==> src/rtl/uart_pkg.sv <==
// Shared definitions for the buffered UART transmitter: FSM state encoding
// and the legal ranges of the configuration parameters.
package uart_pkg;

  typedef enum logic [2:0] {
    IDLE   = 3'd0,
    START  = 3'd1,
    DATA   = 3'd2,
    PARITY = 3'd3,
    STOP   = 3'd4
  } tx_state_t;

  localparam int DATA_BITS_MIN  = 5;
  localparam int DATA_BITS_MAX  = 8;
  localparam int OVERSAMPLE_MIN = 2;
  localparam int OVERSAMPLE_MAX = 32;
  localparam int FIFO_DEPTH_MIN = 2;
  localparam int FIFO_DEPTH_MAX = 16;
  localparam int STOP_BITS_MIN  = 1;
  localparam int STOP_BITS_MAX  = 2;

  // True when v is a positive power of two
  function automatic bit is_pow2(input int v);
    return (v > 0) && ((v & (v - 1)) == 0);
  endfunction

  // True when the FIFO depth is a power of two inside the supported range
  function automatic bit fifo_depth_legal(input int depth);
    return is_pow2(depth) && (depth >= FIFO_DEPTH_MIN) && (depth <= FIFO_DEPTH_MAX);
  endfunction

endpackage

==> src/rtl/sync_fifo.sv <==
// Single-clock first-word-fall-through FIFO. The head entry is always visible
// on rdata; a push is accepted whenever the FIFO is not full at the clock
// edge, regardless of whether a pop happens in the same cycle.
module sync_fifo #(
  parameter int WIDTH = 8,
  parameter int DEPTH = 4
) (
  input  logic                     clk,
  input  logic                     rst,
  input  logic                     push,
  input  logic                     pop,
  input  logic [WIDTH-1:0]         wdata,
  output logic [WIDTH-1:0]         rdata,
  output logic                     full,
  output logic                     empty,
  output logic [$clog2(DEPTH):0]   count
);

  localparam int AW = $clog2(DEPTH);
  localparam int CW = AW + 1;

  logic [WIDTH-1:0] mem [DEPTH];
  logic [AW-1:0]    wr_ptr;
  logic [AW-1:0]    rd_ptr;
  logic             push_ok;
  logic             pop_ok;

  assign full    = (count == CW'(DEPTH));
  assign empty   = (count == '0);
  assign push_ok = push && !full;
  assign pop_ok  = pop && !empty;
  assign rdata   = mem[rd_ptr];

  // Storage array; contents need no reset because count gates visibility
  always_ff @(posedge clk) begin
    if (push_ok) begin
      mem[wr_ptr] <= wdata;
    end
  end

  // Pointers and occupancy; power-of-two depth lets the pointers wrap freely
  always_ff @(posedge clk or posedge rst) begin
    if (rst) begin
      wr_ptr <= '0;
      rd_ptr <= '0;
      count  <= '0;
    end else begin
      if (push_ok) begin
        wr_ptr <= wr_ptr + AW'(1);
      end
      if (pop_ok) begin
        rd_ptr <= rd_ptr + AW'(1);
      end
      case ({push_ok, pop_ok})
        2'b10:   count <= count + CW'(1);
        2'b01:   count <= count - CW'(1);
        default: count <= count;
      endcase
    end
  end

endmodule

==> src/rtl/uart_tx_fifo.sv <==
// Buffered UART transmitter. Words are queued in a small FIFO and sent as
// start / data (LSB first) / optional parity / stop frames, each bit lasting
// OVERSAMPLE pulses of bd_tick. Back-to-back frames are sent with no idle gap.
module uart_tx_fifo
  import uart_pkg::*;
#(
  parameter int DATA_BITS  = 8,
  parameter int OVERSAMPLE = 16,
  parameter int FIFO_DEPTH = 4,
  parameter int PARITY_EN  = 0,
  parameter int PARITY_ODD = 0,
  parameter int STOP_BITS  = 1
) (
  input  logic                          sysclk,
  input  logic                          reset,
  input  logic                          bd_tick,
  input  logic [DATA_BITS-1:0]          tx_data,
  input  logic                          tx_en,
  output logic                          tx_ready,
  output logic                          tx_busy,
  output logic [$clog2(FIFO_DEPTH):0]   fifo_count,
  output logic                          tx_overflow,
  output logic                          uart_tx
);

  localparam int TW  = (OVERSAMPLE > 2) ? $clog2(OVERSAMPLE) : 1;
  localparam int BW  = 3;
  localparam bit ODD = (PARITY_ODD != 0);

  if (DATA_BITS < DATA_BITS_MIN || DATA_BITS > DATA_BITS_MAX) begin : g_bad_data_bits
    $error("uart_tx_fifo: DATA_BITS must be in 5..8");
  end
  if (OVERSAMPLE < OVERSAMPLE_MIN || OVERSAMPLE > OVERSAMPLE_MAX) begin : g_bad_oversample
    $error("uart_tx_fifo: OVERSAMPLE must be in 2..32");
  end
  if (!fifo_depth_legal(FIFO_DEPTH)) begin : g_bad_fifo_depth
    $error("uart_tx_fifo: FIFO_DEPTH must be a power of two in 2..16");
  end
  if (STOP_BITS < STOP_BITS_MIN || STOP_BITS > STOP_BITS_MAX) begin : g_bad_stop_bits
    $error("uart_tx_fifo: STOP_BITS must be 1 or 2");
  end
  if (PARITY_EN != 0 && PARITY_EN != 1) begin : g_bad_parity_en
    $error("uart_tx_fifo: PARITY_EN must be 0 or 1");
  end
  if (PARITY_ODD != 0 && PARITY_ODD != 1) begin : g_bad_parity_odd
    $error("uart_tx_fifo: PARITY_ODD must be 0 or 1");
  end

  tx_state_t            state;
  tx_state_t            state_next;
  logic [TW-1:0]        tick_cnt;
  logic [TW-1:0]        tick_next;
  logic [BW-1:0]        bit_cnt;
  logic [BW-1:0]        bit_next;
  logic [DATA_BITS-1:0] shift_reg;
  logic [DATA_BITS-1:0] shift_next;
  logic                 parity_bit;
  logic                 parity_next;
  logic                 line_next;
  logic                 start_frame;
  logic                 bit_done;

  logic [DATA_BITS-1:0] fifo_rdata;
  logic                 fifo_full;
  logic                 fifo_empty;

  sync_fifo #(
    .WIDTH (DATA_BITS),
    .DEPTH (FIFO_DEPTH)
  ) u_fifo (
    .clk   (sysclk),
    .rst   (reset),
    .push  (tx_en),
    .pop   (start_frame),
    .wdata (tx_data),
    .rdata (fifo_rdata),
    .full  (fifo_full),
    .empty (fifo_empty),
    .count (fifo_count)
  );

  assign tx_ready = !fifo_full;
  assign tx_busy  = (state != IDLE) || !fifo_empty;
  assign bit_done = bd_tick && (tick_cnt == TW'(OVERSAMPLE - 1));

  // Next-state, counters and the next line level; a new frame is loaded from
  // the FIFO head whenever the line is free and a word is waiting
  always_comb begin
    state_next  = state;
    tick_next   = tick_cnt;
    bit_next    = bit_cnt;
    shift_next  = shift_reg;
    parity_next = parity_bit;
    line_next   = uart_tx;
    start_frame = 1'b0;

    if (state != IDLE && bd_tick) begin
      tick_next = bit_done ? '0 : tick_cnt + TW'(1);
    end

    case (state)
      IDLE: begin
        line_next   = 1'b1;
        start_frame = !fifo_empty;
      end
      START: begin
        if (bit_done) begin
          state_next = DATA;
          bit_next   = '0;
          line_next  = shift_reg[0];
        end
      end
      DATA: begin
        if (bit_done) begin
          if (bit_cnt == BW'(DATA_BITS - 1)) begin
            bit_next = '0;
            if (PARITY_EN != 0) begin
              state_next = PARITY;
              line_next  = parity_bit;
            end else begin
              state_next = STOP;
              line_next  = 1'b1;
            end
          end else begin
            bit_next   = bit_cnt + BW'(1);
            shift_next = shift_reg >> 1;
            line_next  = shift_reg[1];
          end
        end
      end
      PARITY: begin
        if (bit_done) begin
          state_next = STOP;
          bit_next   = '0;
          line_next  = 1'b1;
        end
      end
      STOP: begin
        if (bit_done) begin
          if (bit_cnt == BW'(STOP_BITS - 1)) begin
            if (!fifo_empty) begin
              start_frame = 1'b1;
            end else begin
              state_next = IDLE;
              line_next  = 1'b1;
            end
          end else begin
            bit_next = bit_cnt + BW'(1);
          end
        end
      end
      default: begin
        state_next = IDLE;
        line_next  = 1'b1;
      end
    endcase

    if (start_frame) begin
      state_next  = START;
      tick_next   = '0;
      bit_next    = '0;
      shift_next  = fifo_rdata;
      parity_next = (^fifo_rdata) ^ ODD;
      line_next   = 1'b0;
    end
  end

  // Frame state, counters and the registered serial line
  always_ff @(posedge sysclk or posedge reset) begin
    if (reset) begin
      state      <= IDLE;
      tick_cnt   <= '0;
      bit_cnt    <= '0;
      shift_reg  <= '0;
      parity_bit <= 1'b0;
      uart_tx    <= 1'b1;
    end else begin
      state      <= state_next;
      tick_cnt   <= tick_next;
      bit_cnt    <= bit_next;
      shift_reg  <= shift_next;
      parity_bit <= parity_next;
      uart_tx    <= line_next;
    end
  end

  // One-cycle pulse flagging a write that arrived while the FIFO was full
  always_ff @(posedge sysclk or posedge reset) begin
    if (reset) begin
      tx_overflow <= 1'b0;
    end else begin
      tx_overflow <= tx_en && fifo_full;
    end
  end

endmodule

==> config.mk <==
export PLATFORM = sky130hd
export DESIGN_NAME = uart_tx_fifo
export DESIGN_NICKNAME = d
export VERILOG_FILES = /design/src/rtl/uart_pkg.sv /design/src/rtl/sync_fifo.sv /design/src/rtl/uart_tx_fifo.sv
export SDC_FILE = /design/constraint.sdc
export NUM_CORES = 1
export LEC_CHECK = 0
export ABC_AREA = 1
export CAP_MARGIN = 10
export CORE_MARGIN = 3
export CORE_UTILIZATION = 32
export DETAILED_ROUTE_END_ITERATION = 12
export HOLD_SLACK_MARGIN = 0.05
export PLACE_DENSITY = 0.54
export SYNTH_ARGS = -nofsm -noshare
export SYNTH_HDL_FRONTEND = slang
export SYNTH_SLANG_ARGS = --single-unit
==> constraint.sdc <==
create_clock -name sysclk -period 5 [get_ports sysclk]
set_clock_uncertainty 0.2 [all_clocks]
set_input_delay 0.75 -clock sysclk [delete_from_list [all_inputs] [get_ports sysclk]]
set_output_delay 0.75 -clock sysclk [all_outputs]
set_load 0.05 [all_outputs]
==> flow_summary.ini, run 1 <==
[status]
status = complete, no violations

[clocking]
post_cts_buffers = 0
cts_tree = built
clockBufferDepth = 2
hold_buffers = 0
clk_pin_slew_ns = 0.07
cts_resized = 0
cts_htree_levels = 3
cts_sinks = 59
clk_latency_ns = 0.34
root_buffer = clkbuf_8
cts_buffers = 9

[placement]
dp_hpwl_um = 3420
port_buffers = 18
globalplace.congestion = 0.762
pre_cts_ws_ns = 1.56
dp_cells = 381

[power]
p_seq_frac = 0.409
clkPwrFrac = 0.208
cellPowerDensity_nw_per_um2 = 594
combPwrFrac = 0.383
worst_ir_drop_vdd_mv = 0.193
power.switching_uw = 793
switching_share = 0.419
cellLeakagePower_uw = 0.00135
p_int_uw = 1100

[timing]
setup_ws_ns = 1.90
finalSetupTns_ns = 0
max_slew_margin = 0.442
rsz0062_at_grt = no
setup_violations = 0
finalCritPeriodShare = 0.621
min_period_ns = 3.10
clock.fmax_ghz = 0.322
worst_pin_slew_ns = 0.834
final_max_slew_viol_count = 0
finalHoldViolCount = 0

[setup_path]
cpLargestDelayFamily = compound AO/OA/AOI/OAI gates
cp.arrival_ns = 3.11
path_buf_inv = 2
critical_path_required_ns = 5.01
slowest_stage = clkdlybuf4s50_1
path_max_fanout = 17
endpoint_kind = flop
critPathKind = in2reg
critPathMaxStageDelay_ns = 0.47
r2r_slack_ns = 2.20
crit_path_start_kind = primary input
cp_cell_sequence = clkdlybuf4s50_1 > nand2_1 > nor2_4 > nand3_2 > o21ai_4 > ha_1 > inv_1 > fa_1 > a21oi_1 > o21ai_0 > xor2_1

[floorplanning]
core_area_um2 = 7970
rows = 32
io-pin-count = 19
die_h_um = 97.8
die_w_um = 97.8
start_util = 0.338
die-area_um2 = 9560

[yosys]
synth.most_common_cell = nand2_1
ys_warn_count = 0
synth_fp_nets = 287
synth_top_cells_by_area = edfxtp_1 (36%), dfrtp_1 (24%), nand2_1 (8.1%)
synth-edff-count = 32
synth_area_per_cell_um2 = 10.2
synth.yosys.seq_area_share = 0.608
synthFlopType = edfxtp_1
synth_cell_types = 31
synth-seq-cells = 59
syn_inst = 265
ys_top_cells_by_count = nand2_1 (58), edfxtp_1 (32), nor2_1 (31), inv_1 (29), dfrtp_1 (26)
syn-cell-area_um2 = 2700
yosysTopAreaCellShare = 0.357
synth_largest_area_cell = edfxtp_1
postSynth.asyncResetShare = 0.458

[global_routing]
grt_pass1_wl_um = 8490
grt.overflow.total = 0
grtUsageTotal = 0.113
grt_pass1_vias = 1764
grt_max_degree = 28
antenna_found_initial = 0

[final_layout]
nets = 313
area_delta_synth_final_pct = 18.4
n_antenna_cell = 0
finalCoreUtilization = 0.400
largest_reg_flops = 32
fillCellCount = 781
drive_above_1_share = 0.0878
fin_cells = 398

[detailed_routing]
drcViolationCount = 0
first_pass_iters = 4
drt-total-wl_um = 5010
via_per_inst = 4.59
ant_nets = 0
first_iter_violations = 65
avgRoutedWirePerCell_um = 12.6
vias = 1828

[run]
drv_cap = 0

[min_path]
hold_path_class = reg2reg
## cells by family (layout without fill, tap and decap cells)
family,Yosys count,after routing,share of synthesized area
xor+xnor,6,6,0.0195
flops,59,59,0.608
fa+ha+maj,10,10,0.0492
simple gates,114,114,0.184
compound gates,41,41,0.0868
buf+inv,35,66,0.0525
## worst register-to-register path: stages (launching register included)
cell and delay, ns:
dfrtp_1 0.38, ha_1 0.19, nand2_1 0.14, nor2_4 0.15, nand3_2 0.11, o21ai_4 0.41
ha_1 0.23, inv_1 0.07, fa_1 0.39, a21oi_1 0.14, o21ai_0 0.11, xor2_1 0.15
## final cells by class
type                    count  area [um^2]  share of cell area
inverters                  31          116              0.0365
multi-input cells         171          916               0.287
clock buffers               9          124              0.0388
well taps                 102          128              0.0400
flip-flops and latches     59         1640               0.513
repair buffers             19          208              0.0651
clock inverters             7         61.3              0.0192
## routing by layer
layer  share of wire  wire length (um)  track usage
met4           0.013                67       0.0479
met2            0.48              2420        0.182
met5               0                 0            0
met1            0.47              2350        0.141
met3           0.034               168       0.0364
## power by group through the flow
stage,Clock (uW),Sequential (uW),Combinational (uW)
2_1_floorplan,0,804,514
3_5_place_dp,0,787,737
6_report,395,775,725
5_1_grt,434,795,831
4_1_cts,412,779,738
3_3_place_gp,0,784,724
## stage by stage
step,instance area [um^2],power [uW],hold slack [ns]
2_1_floorplan,2700,1320,0.242
3_3_place_gp,2980,1510,0.255
3_5_place_dp,2980,1520,0.261
4_1_cts,3160,1930,0.278
5_1_grt,3190,2060,0.299
6_report,3190,1890,0.278
## worst paths after layout
kind                                   start  depth (start not counted)               end
worst max-delay path                 bd_tick                         11   u_fifo.count[2]
worst min-delay path            shift_reg[7]                          2      shift_reg[7]
worst max register to register   tick_cnt[0]                         11   u_fifo.count[2]
worst min register to register  shift_reg[7]                          2      shift_reg[7]
max in group asynchronous              reset                          3           uart_tx
min in group asynchronous              reset                          2  u_fifo.wr_ptr[0]
## placed cells by master, fill, tap and decap left out, drive strengths merged, types with 2 or more instances in the layout
| master | Yosys | routed |
|---|---|---|
| nand2 | 59 | 59 |
| nor2 | 33 | 33 |
| inv | 31 | 33 |
| edfxtp | 32 | 32 |
| dfrtp | 26 | 26 |
| o21ai | 23 | 23 |
| clkdlybuf4s50 | 0 | 18 |
| nand3 | 12 | 12 |
| o22ai | 9 | 9 |
| ha | 9 | 9 |
| clkbuf | 1 | 9 |
| a21oi | 6 | 6 |
| nand4 | 5 | 5 |
| xor2 | 5 | 5 |
| clkinv | 0 | 3 |
| nand3b | 2 | 2 |
| clkinvlp | 0 | 2 |
| nor3 | 2 | 2 |
Power figures use the tool's default switching activity.
==> inputs of run 2 (changes only) <==
==> constraint.sdc (replaced) <==
create_clock -name sysclk -period 3.2 [get_ports sysclk]
set_clock_uncertainty 0.2 [all_clocks]
set_input_delay 0.48 -clock sysclk [delete_from_list [all_inputs] [get_ports sysclk]]
set_output_delay 0.48 -clock sysclk [all_outputs]
set_load 0.05 [all_outputs]
==> flow_summary.ini, run 2 (synthesized netlist as in run 1, its figures left out) <==
[status]
status = complete, no violations

[min_path]
min_path_cells = 2
hp-start = uart_tx
hold_end = uart_tx
hold_path_class = reg2reg

[setup_path]
r2r_slack_ns = 0.76
cp.arrival_ns = 1.98
path_max_fanout = 4
crit_path_start_kind = flop
r2r_cells = 11
endpoint_kind = primary output
critical_path_required_ns = 2.52
r2r_end = u_fifo.count[2]
critPathLaunch = u_fifo.count[0]
critPathKind = reg2out
r2r_start = tick_cnt[0]

[timing]
min_period_ns = 2.66
clock.fmax_ghz = 0.377
rsz0062_at_grt = no
finalSetupTns_ns = 0
worst_pin_slew_ns = 0.594
setup_violations = 0
finalCritPeriodShare = 0.830
max_slew_margin = 0.604
whs_ns = 0.266
finalHoldViolCount = 0
final_max_slew_viol_count = 0

[final_layout]
n_antenna_cell = 0
final_common_cell = nand2_1
finalCoreUtilization = 0.402
final_area_um2 = 3210
final_cell_mix = nand2_1 (58), edfxtp_1 (32), nor2_1 (31)
drive_above_1_share = 0.103
nets = 318
area_delta_synth_final_pct = 18.9
fin_cells = 403
largest_reg_flops = 32

[power]
worst_ir_drop_vdd_mv = 0.370
cellLeakagePower_uw = 0.00137
cellPowerDensity_nw_per_um2 = 932

[floorplanning]
core_area_um2 = 7970
rows = 32
die_w_um = 97.8
start_util = 0.338
io-pin-count = 19
die-area_um2 = 9560
die_h_um = 97.8

[clocking]
cts_sinks = 59
clockBufferDepth = 2
clk_latency_ns = 0.34
hold_buffers = 0
root_buffer = clkbuf_8
cts_buffers = 9
cts_tree = built
cts_htree_levels = 3
cts_resized = 0
clk_pin_slew_ns = 0.07
post_cts_buffers = 0

[global_routing]
grt.overflow.total = 0
grtUsageTotal = 0.120
grt_pass1_wl_um = 9030
antenna_found_initial = 0
grt_pass1_vias = 1866
grt_max_degree = 28

[detailed_routing]
first_pass_iters = 4
via_per_inst = 4.63
drcViolationCount = 0
avgRoutedWirePerCell_um = 12.6
vias = 1867
ant_nets = 0
first_iter_violations = 94
drt-total-wl_um = 5090

[placement]
place_area_um2 = 3020
dp_hpwl_um = 3470
dp_cells = 387
globalplace.congestion = 0.771
port_buffers = 18

[run]
drv_cap = 0
==> run 2: cell types whose count changed in the layout (fill, tap and decap cells not counted) <==
cell / before / now
buf_4: 0 / 6
clkinv_4: 3 / 1
inv_6: 1 / 3
buf_16: 1 / 0
clkinv_2: 0 / 1
clkinvlp_4: 2 / 1
==> run 2: area by class of cell <==
cell class              instances  area, um^2
flip-flops and latches         59        1640
well taps                     102         128
inverters                      31         116
clock inverters                 7        58.8
clock buffers                   9         124
fillers                       795        4760
repair buffers                 24         225
multi-input cells             171         916
==> run 2: stage by stage <==
step | total power (uW) | worst slack [ns]
after floorplan | 2060 | 0.418
after global placement | 2390 | 0.390
after detailed placement | 2400 | 0.376
after CTS | 3040 | 0.499
after global routing | 3260 | 0.341
final | 2990 | 0.545
==> run 2: worst max-delay path by stage <==
| stage | depth (start not counted) | endpoint |
|---|---|---|
| final | 5 | tx_busy |
| after CTS | 5 | tx_busy |
| after floorplan | 9 | u_fifo.count[2] |
| after global placement | 11 | u_fifo.count[2] |
| after global routing | 5 | tx_busy |
| after detailed placement | 11 | u_fifo.count[2] |
==> run 2: power by group <==
group / internal, uW / switching, uW
Clock: 294 / 331
Sequential: 1040 / 166
Combinational: 406 / 748
Total: 1740 / 1240
==> run 2: critical path, stage by stage (launching register included) <==
cell and delay (ns):
dfrtp_1 0.42, nor2_1 0.21, nand2_1 0.16, inv_1 0.08, nand2_1 0.06, clkdlybuf4s50_1 0.70
==> run 2: layer usage <==
metal,wire (um),GRT usage,vias to the layer above,share of wire
li1,-,-,949,-
met1,2450,0.151,890,0.48
met2,2380,0.188,24,0.47
met3,211,0.0486,4,0.041
met4,50,0.0383,0,0.0098
met5,0,0,-,0
